### src/rtl/aibcr3_dcc_cal_ctl_if.sv
// Calibration controller bus: control levels and phase-detector results in,
// trial pulses, lock and delay code out.
//   cal_en    start (rising level) / abort (low)
//   track_en  enable +/-1 tracking trials while locked
//   t_up      phase detector: delay too short (asynchronous)
//   t_down    phase detector: delay too long (asynchronous)
//   launch    one-cycle trial start pulse
//   measure   one-cycle phase detector arm pulse
//   i_gray    Gray coded coarse code (cal_code[10:8])
//   f_gray    Gray coded fine code (cal_code[7:0])
//   dll_lock  high once SAR has converged, through tracking trials
//   cal_code  binary delay code (observe)
interface aibcr3_dcc_cal_ctl_if;
  logic        cal_en;
  logic        track_en;
  logic        t_up;
  logic        t_down;
  logic        launch;
  logic        measure;
  logic [2:0]  i_gray;
  logic [7:0]  f_gray;
  logic        dll_lock;
  logic [10:0] cal_code;

  modport master (
    output cal_en, track_en, t_up, t_down,
    input  launch, measure, i_gray, f_gray, dll_lock, cal_code
  );

  modport slave (
    input  cal_en, track_en, t_up, t_down,
    output launch, measure, i_gray, f_gray, dll_lock, cal_code
  );
endinterface

### src/rtl/aibcr3_dcc_cal_ctl.sv
// DCC/DLL calibration controller. Runs an 11-bit SAR search of the delay code
// against a phase detector, then optionally tracks by +/-1 per trial.
// A trial is LAUNCH, MEAS, SETTLE_CYC cycles of SETTLE, then a decision.
//   clk_dcd    calibration clock (rising edge)
//   dll_reset  synchronous active-high reset
//   bus        aibcr3_dcc_cal_ctl_if.slave (controls, detector in; code out)
module aibcr3_dcc_cal_ctl #(
  parameter int SETTLE_CYC = 8  // 2..255
) (
  input  logic                       clk_dcd,
  input  logic                       dll_reset,
  aibcr3_dcc_cal_ctl_if.slave        bus
);

  localparam logic [7:0]  SETTLE_LAST = 8'(SETTLE_CYC - 1);
  localparam logic [10:0] CODE_MID    = 11'h400;
  localparam logic [10:0] CODE_MAX    = 11'h7ff;

  typedef enum logic [2:0] {
    IDLE, LAUNCH, MEAS, SETTLE, DECIDE, LOCKED, TDECIDE
  } state_t;

  state_t      state, state_nx;
  logic [10:0] code, code_nx;
  logic [3:0]  k, k_nx;
  logic [3:0]  k_m1;
  logic [7:0]  cnt, cnt_nx;
  logic        locked, locked_nx;
  logic [1:0]  up_sync, dn_sync;
  logic        up_s, dn_s;

  assign up_s = up_sync[1];
  assign dn_s = dn_sync[1];
  assign k_m1 = k - 4'd1;

  always_ff @(posedge clk_dcd) begin
    if (dll_reset) begin
      state   <= IDLE;
      code    <= '0;
      k       <= 4'd10;
      cnt     <= '0;
      locked  <= 1'b0;
      up_sync <= '0;
      dn_sync <= '0;
    end else begin
      state   <= state_nx;
      code    <= code_nx;
      k       <= k_nx;
      cnt     <= cnt_nx;
      locked  <= locked_nx;
      up_sync <= {up_sync[0], bus.t_up};
      dn_sync <= {dn_sync[0], bus.t_down};
    end
  end

  always_comb begin
    state_nx  = state;
    code_nx   = code;
    k_nx      = k;
    cnt_nx    = cnt;
    locked_nx = locked;
    // Abort wins over any in-flight decision so the code is left untouched.
    if (state != IDLE && !bus.cal_en) begin
      state_nx  = IDLE;
      locked_nx = 1'b0;
      cnt_nx    = '0;
    end else begin
      case (state)
        IDLE: if (bus.cal_en) begin
          code_nx   = CODE_MID;
          k_nx      = 4'd10;
          locked_nx = 1'b0;
          state_nx  = LAUNCH;
        end
        LAUNCH: state_nx = MEAS;
        MEAS: begin
          cnt_nx   = '0;
          state_nx = SETTLE;
        end
        SETTLE: begin
          if (cnt == SETTLE_LAST) begin
            cnt_nx   = '0;
            // The lock flag steers a trial to the tracking decision.
            state_nx = locked ? TDECIDE : DECIDE;
          end else begin
            cnt_nx = cnt + 8'd1;
          end
        end
        DECIDE: begin
          // Both detector outputs high is treated as "too long".
          if (dn_s) code_nx[k] = 1'b0;
          if (k != 4'd0) begin
            k_nx          = k_m1;
            code_nx[k_m1] = 1'b1;
            state_nx      = LAUNCH;
          end else begin
            locked_nx = 1'b1;
            state_nx  = LOCKED;
          end
        end
        LOCKED: if (bus.track_en) state_nx = LAUNCH;
        TDECIDE: begin
          if (up_s && !dn_s && code != CODE_MAX) code_nx = code + 11'd1;
          else if (dn_s && !up_s && code != 11'd0) code_nx = code - 11'd1;
          state_nx = LOCKED;
        end
        default: state_nx = IDLE;
      endcase
    end
  end

  // Outputs come straight from registers; lock flag is set on entry to
  // LOCKED so dll_lock covers tracking trials too.
  assign bus.launch   = (state == LAUNCH);
  assign bus.measure  = (state == MEAS);
  assign bus.dll_lock = locked;
  assign bus.cal_code = code;
  assign bus.i_gray   = code[10:8] ^ (code[10:8] >> 1);
  assign bus.f_gray   = code[7:0] ^ (code[7:0] >> 1);

endmodule

### src/flat_wrapper.sv
// flat-port wrapper written by rule: the top's interface ports become plain ports
module aibcr3_dcc_cal_ctl_flat 
#(
  parameter int SETTLE_CYC = 8           
)
  (clk_dcd, dll_reset, bus_cal_en, bus_track_en, bus_t_up, bus_t_down, bus_launch, bus_measure, bus_i_gray, bus_f_gray, bus_dll_lock, bus_cal_code);
  aibcr3_dcc_cal_ctl_if bus_i ();
  input  logic clk_dcd;
  input  logic dll_reset;
  input wire logic [$bits(bus_i.cal_en)-1:0] bus_cal_en;
  input wire logic [$bits(bus_i.track_en)-1:0] bus_track_en;
  input wire logic [$bits(bus_i.t_up)-1:0] bus_t_up;
  input wire logic [$bits(bus_i.t_down)-1:0] bus_t_down;
  output wire logic [$bits(bus_i.launch)-1:0] bus_launch;
  output wire logic [$bits(bus_i.measure)-1:0] bus_measure;
  output wire logic [$bits(bus_i.i_gray)-1:0] bus_i_gray;
  output wire logic [$bits(bus_i.f_gray)-1:0] bus_f_gray;
  output wire logic [$bits(bus_i.dll_lock)-1:0] bus_dll_lock;
  output wire logic [$bits(bus_i.cal_code)-1:0] bus_cal_code;
  assign bus_i.cal_en = bus_cal_en;
  assign bus_i.track_en = bus_track_en;
  assign bus_i.t_up = bus_t_up;
  assign bus_i.t_down = bus_t_down;
  assign bus_launch = bus_i.launch;
  assign bus_measure = bus_i.measure;
  assign bus_i_gray = bus_i.i_gray;
  assign bus_f_gray = bus_i.f_gray;
  assign bus_dll_lock = bus_i.dll_lock;
  assign bus_cal_code = bus_i.cal_code;
  aibcr3_dcc_cal_ctl #(.SETTLE_CYC(SETTLE_CYC)) u_core (.clk_dcd(clk_dcd), .dll_reset(dll_reset), .bus(bus_i));
endmodule
### config.mk
export PLATFORM = sky130hd
export DESIGN_NAME = aibcr3_dcc_cal_ctl_flat
export DESIGN_NICKNAME = d
export VERILOG_FILES = /design/src/rtl/aibcr3_dcc_cal_ctl_if.sv /design/src/rtl/aibcr3_dcc_cal_ctl.sv /design/src/flat_wrapper.sv
export SDC_FILE = /design/constraint.sdc
export NUM_CORES = 1
export LEC_CHECK = 0
export CAP_MARGIN = 25
export CORE_UTILIZATION = 29
export DETAILED_ROUTE_END_ITERATION = 6
export GPL_TIMING_DRIVEN = 0
export PLACE_DENSITY_LB_ADDON = 0.3
export SLEW_MARGIN = 20
export SYNTH_ARGS = -nofsm -noshare
export SYNTH_HDL_FRONTEND = slang
export SYNTH_SLANG_ARGS = --single-unit
### constraint.sdc
create_clock -name clk_dcd -period 2.4 [get_ports clk_dcd]
set_input_delay 0.72 -clock clk_dcd [delete_from_list [all_inputs] [get_ports clk_dcd]]
set_output_delay 0.72 -clock clk_dcd [all_outputs]
set_load 0.01 [all_outputs]
==> key figures <==
Clock tree
  – CTS H-tree lvls: 2
  – Clock Path Buffers: 2
  – Clock Sinks: 31
  – Worst-path clk slew: 80 ps
  – Worst-Skew Late Latency: 290 ps
  – CTS buffer count: 5
  – CTS tree: yes
  – Root buf cell: clkbuf_8

STA
  – Slew Limit Headroom: 0.3731
  – Achievable Freq: 396.4 MHz
  – Max-slew violation count: 0
  – Period minus WS final: 2522 ps
  – Final setup viols: 6
  – Layout Skew: 8.203 ps
  – RSZ-0062 raised after global routing: true
  – Setup ws final: -122.5 ps
  – Final Hold Viols: 0
  – Hold WS: 437.7 ps
  – Worst-Margin Slew: 933.1 ps
  – Period Utilization, post-route: 1.051

Worst setup path
  – CP dominant cell by count: a22oi_2
  – Critical Path AT: 2700 ps
  – CP Class: reg -> reg
  – Slowest stage delay, CP: 360 ps
  – Setup crit end kind: flip-flop
  – Crit Path Max Fanout: 6
  – Critical path launch point type: flip-flop
  – CP Buf/Inv Count: 2
  – Critical Path, Cell by Cell: ha_4 > nand2_2 > o311a_4 > clkinvlp_4 > buf_12 > fa_2 > a21o_1 > a22oi_2 > a22oi_2 > mux2i_1 > o311a_1
  – Worst EP required: 2580 ps
  – Delay-heaviest family, CP: compound AO/OA/AOI/OAI gates
  – Crit-path slowest cell: dfxtp_4

Floorplanning
  – Die W: 96.25 um
  – Die Ht: 96.25 um
  – Core region area: 8678 um^2
  – IO Count: 31
  – Die ar.: 9264 um^2
  – # rows: 34
  – Initial core utilization: 0.2969

Logic synthesis
  – Synth top area share: 0.2409
  – Synth warn: 0
  – Seq/Total Area, Yosys: 0.2409
  – Mapped Cells: 318
  – Mean Syn Cell Area: 8.101 um^2
  – Number of synthesized flops with an enable pin: 0
  – Synth async-reset ratio: 0
  – Top_reg_cell synth: dfxtp_1
  – Post-synth cell types: 67
  – Post-synth top cells: a21oi_1, dfxtp_1, nor2_1
  – Synth top area cells: dfxtp_1, ha_1, a21oi_1
  – Area leader, netlist: dfxtp_1
  – Syn nets: 351
  – Mapped cell area: 2576 um^2
  – Register bit total from synthesis: 31

Place
  – GP Congestion: 0.9009
  – Port bufs: 30
  – Placed instance count: 456
  – DP Worst Slack: -437.4 ps
  – DP Area: 3057 um^2
  – Hpwl dp: 5.089 mm

Route
  – Drt drc: 0
  – First-pass DRT Iterations: 5
  – Final WL: 7.522 mm
  – Via count: 2568
  – DR WL/cell: 15.54 um
  – Via/cell ratio: 5.306
  – Antenna Nets Post-Route: 0
  – Iteration-0 DRC Markers: 132

Final layout
  – Ant. Diodes: 0
  – Layout cells sized above 1: 0.2580
  – # fillers: 884
  – Final Non-Filler Cells: 484
  – Final instance area: 3641 um^2
  – NumNets Final: 408
  – Area Overhead vs Synth: 41.33%

Global routing
  – Largest net degree at the start of global routing: 12
  – Vias in the first global route: 2353
  – GRT Overall Usage: 0.1666
  – First-pass GRT wire length: 11.79 mm
  – Initial antenna violation count: 0
  – Remaining Overflow, GRT: 0

Pwr
  – Post-layout power: 1.462 mW
  – PD cells: 401.5 nW/um^2
  – LEAKAGE: 1.450 nW
  – Flop pwr share: 0.367
  – Power share of the combinational group: 0.225
  – Sw frac: 0.2768
  – Peak supply drop: 0.0002381 V
  – Int Pwr: 1.057 mW
  – Clock share of power: 0.408
  – Sw power: 404.7 uW

Run status
  – Violated checks: negative setup slack
  – Status: complete, but fails checks

Min path
  – Hold Crit Class: reg -> reg

Job
  – Max Cap Viol: 0
cell type report:
class,instances,area [um^2],area share
tap,108,135.1,0.03711
buffer,14,98.84,0.02715
clock buffer,6,93.84,0.02577
sequential,31,660.6,0.1814
clock inverter,2,36.28,0.009966
timing repair buffer,49,493.0,0.1354
inverter,20,78.83,0.02165
timing repair inverter,1,7.507,0.002062
multi-input combinational,253,2037,0.5594
cells in the final DEF, fill, tap and decap left out, drive strengths merged, types with 7 or more instances in the layout:
master / Yosys / layout
buf: 7 / 26
ha: 26 / 26
clkbuf: 7 / 13
dfxtp: 31 / 31
a21oi: 31 / 31
nand2: 19 / 19
nor2b: 8 / 8
nor3: 7 / 7
o21ai: 28 / 28
inv: 20 / 20
nor2: 29 / 29
clkdlybuf4s50: 0 / 23
timing repair:
action / CTS / global route
pin swaps: 22 / 28
setup endpoints to repair: 10 / 13
gates cloned: 1 / 0
resized for setup: 33 / 23
setup buffers: 19 / 1
hold buffers: 0 / 0
through the flow:
step                      setup TNS, ps    util
after floorplan                  -213.3       -
after global placement            -2213  0.3522
after detailed placement          -2338  0.3522
after CTS                        -471.4  0.4041
after global routing              -1039  0.4196
final                            -373.4  0.4196
flip-flops by register name (all words and copies together), names as in the netlist:
register / cells
u_core.bus.cal_code: 11
u_core.bus.dll_lock: 1
u_core.cnt: 8
u_core.dn_sync: 2
u_core.k: 4
u_core.state: 3
u_core.up_sync: 2
metal layers:
metal  part of all wire  GRT usage  vias to the layer above  wire length [um]
met2               0.46     0.2695                       77              3443
li1                   -          -                     1283                 -
met4              0.016    0.04353                        0               120
met5                  0          0                        -                 0
met1               0.47     0.2251                     1193              3538
met3              0.056    0.03160                       15               419
power groups by stage:
stage,logic [mW],clock network [mW],registers [mW]
3_3_place_gp,0.253,0,0.555
2_1_floorplan,0.163,0,0.551
5_1_grt,0.355,0.634,0.539
4_1_cts,0.304,0.605,0.535
6_report,0.329,0.596,0.537
3_5_place_dp,0.256,0,0.555
final timing paths:
path | from | to | slack, ps | cells after the start
hold / removal | u_core.dn_sync[0] | u_core.dn_sync[1] | 440 | 1
hold reg to reg | u_core.dn_sync[0] | u_core.dn_sync[1] | 440 | 1
setup reg to reg | u_core.bus.cal_code[8] | u_core.bus.cal_code[10] | -120 | 11
setup / recovery | u_core.bus.cal_code[8] | u_core.bus.cal_code[10] | -120 | 11
kinds of logic after synthesis:
kind of cell / after synthesis / share of synthesized area
AO/OA/AOI/OAI: 108 / 0.2924
XOR/XNOR: 9 / 0.03060
multiplexers: 3 / 0.01166
flip-flops: 31 / 0.2409
buffers and inverters: 34 / 0.06605
adder cells (fa/ha/maj): 27 / 0.1340
AND/OR/NAND/NOR: 106 / 0.2244
No activity file was read; power rests on OpenSTA's default activity.
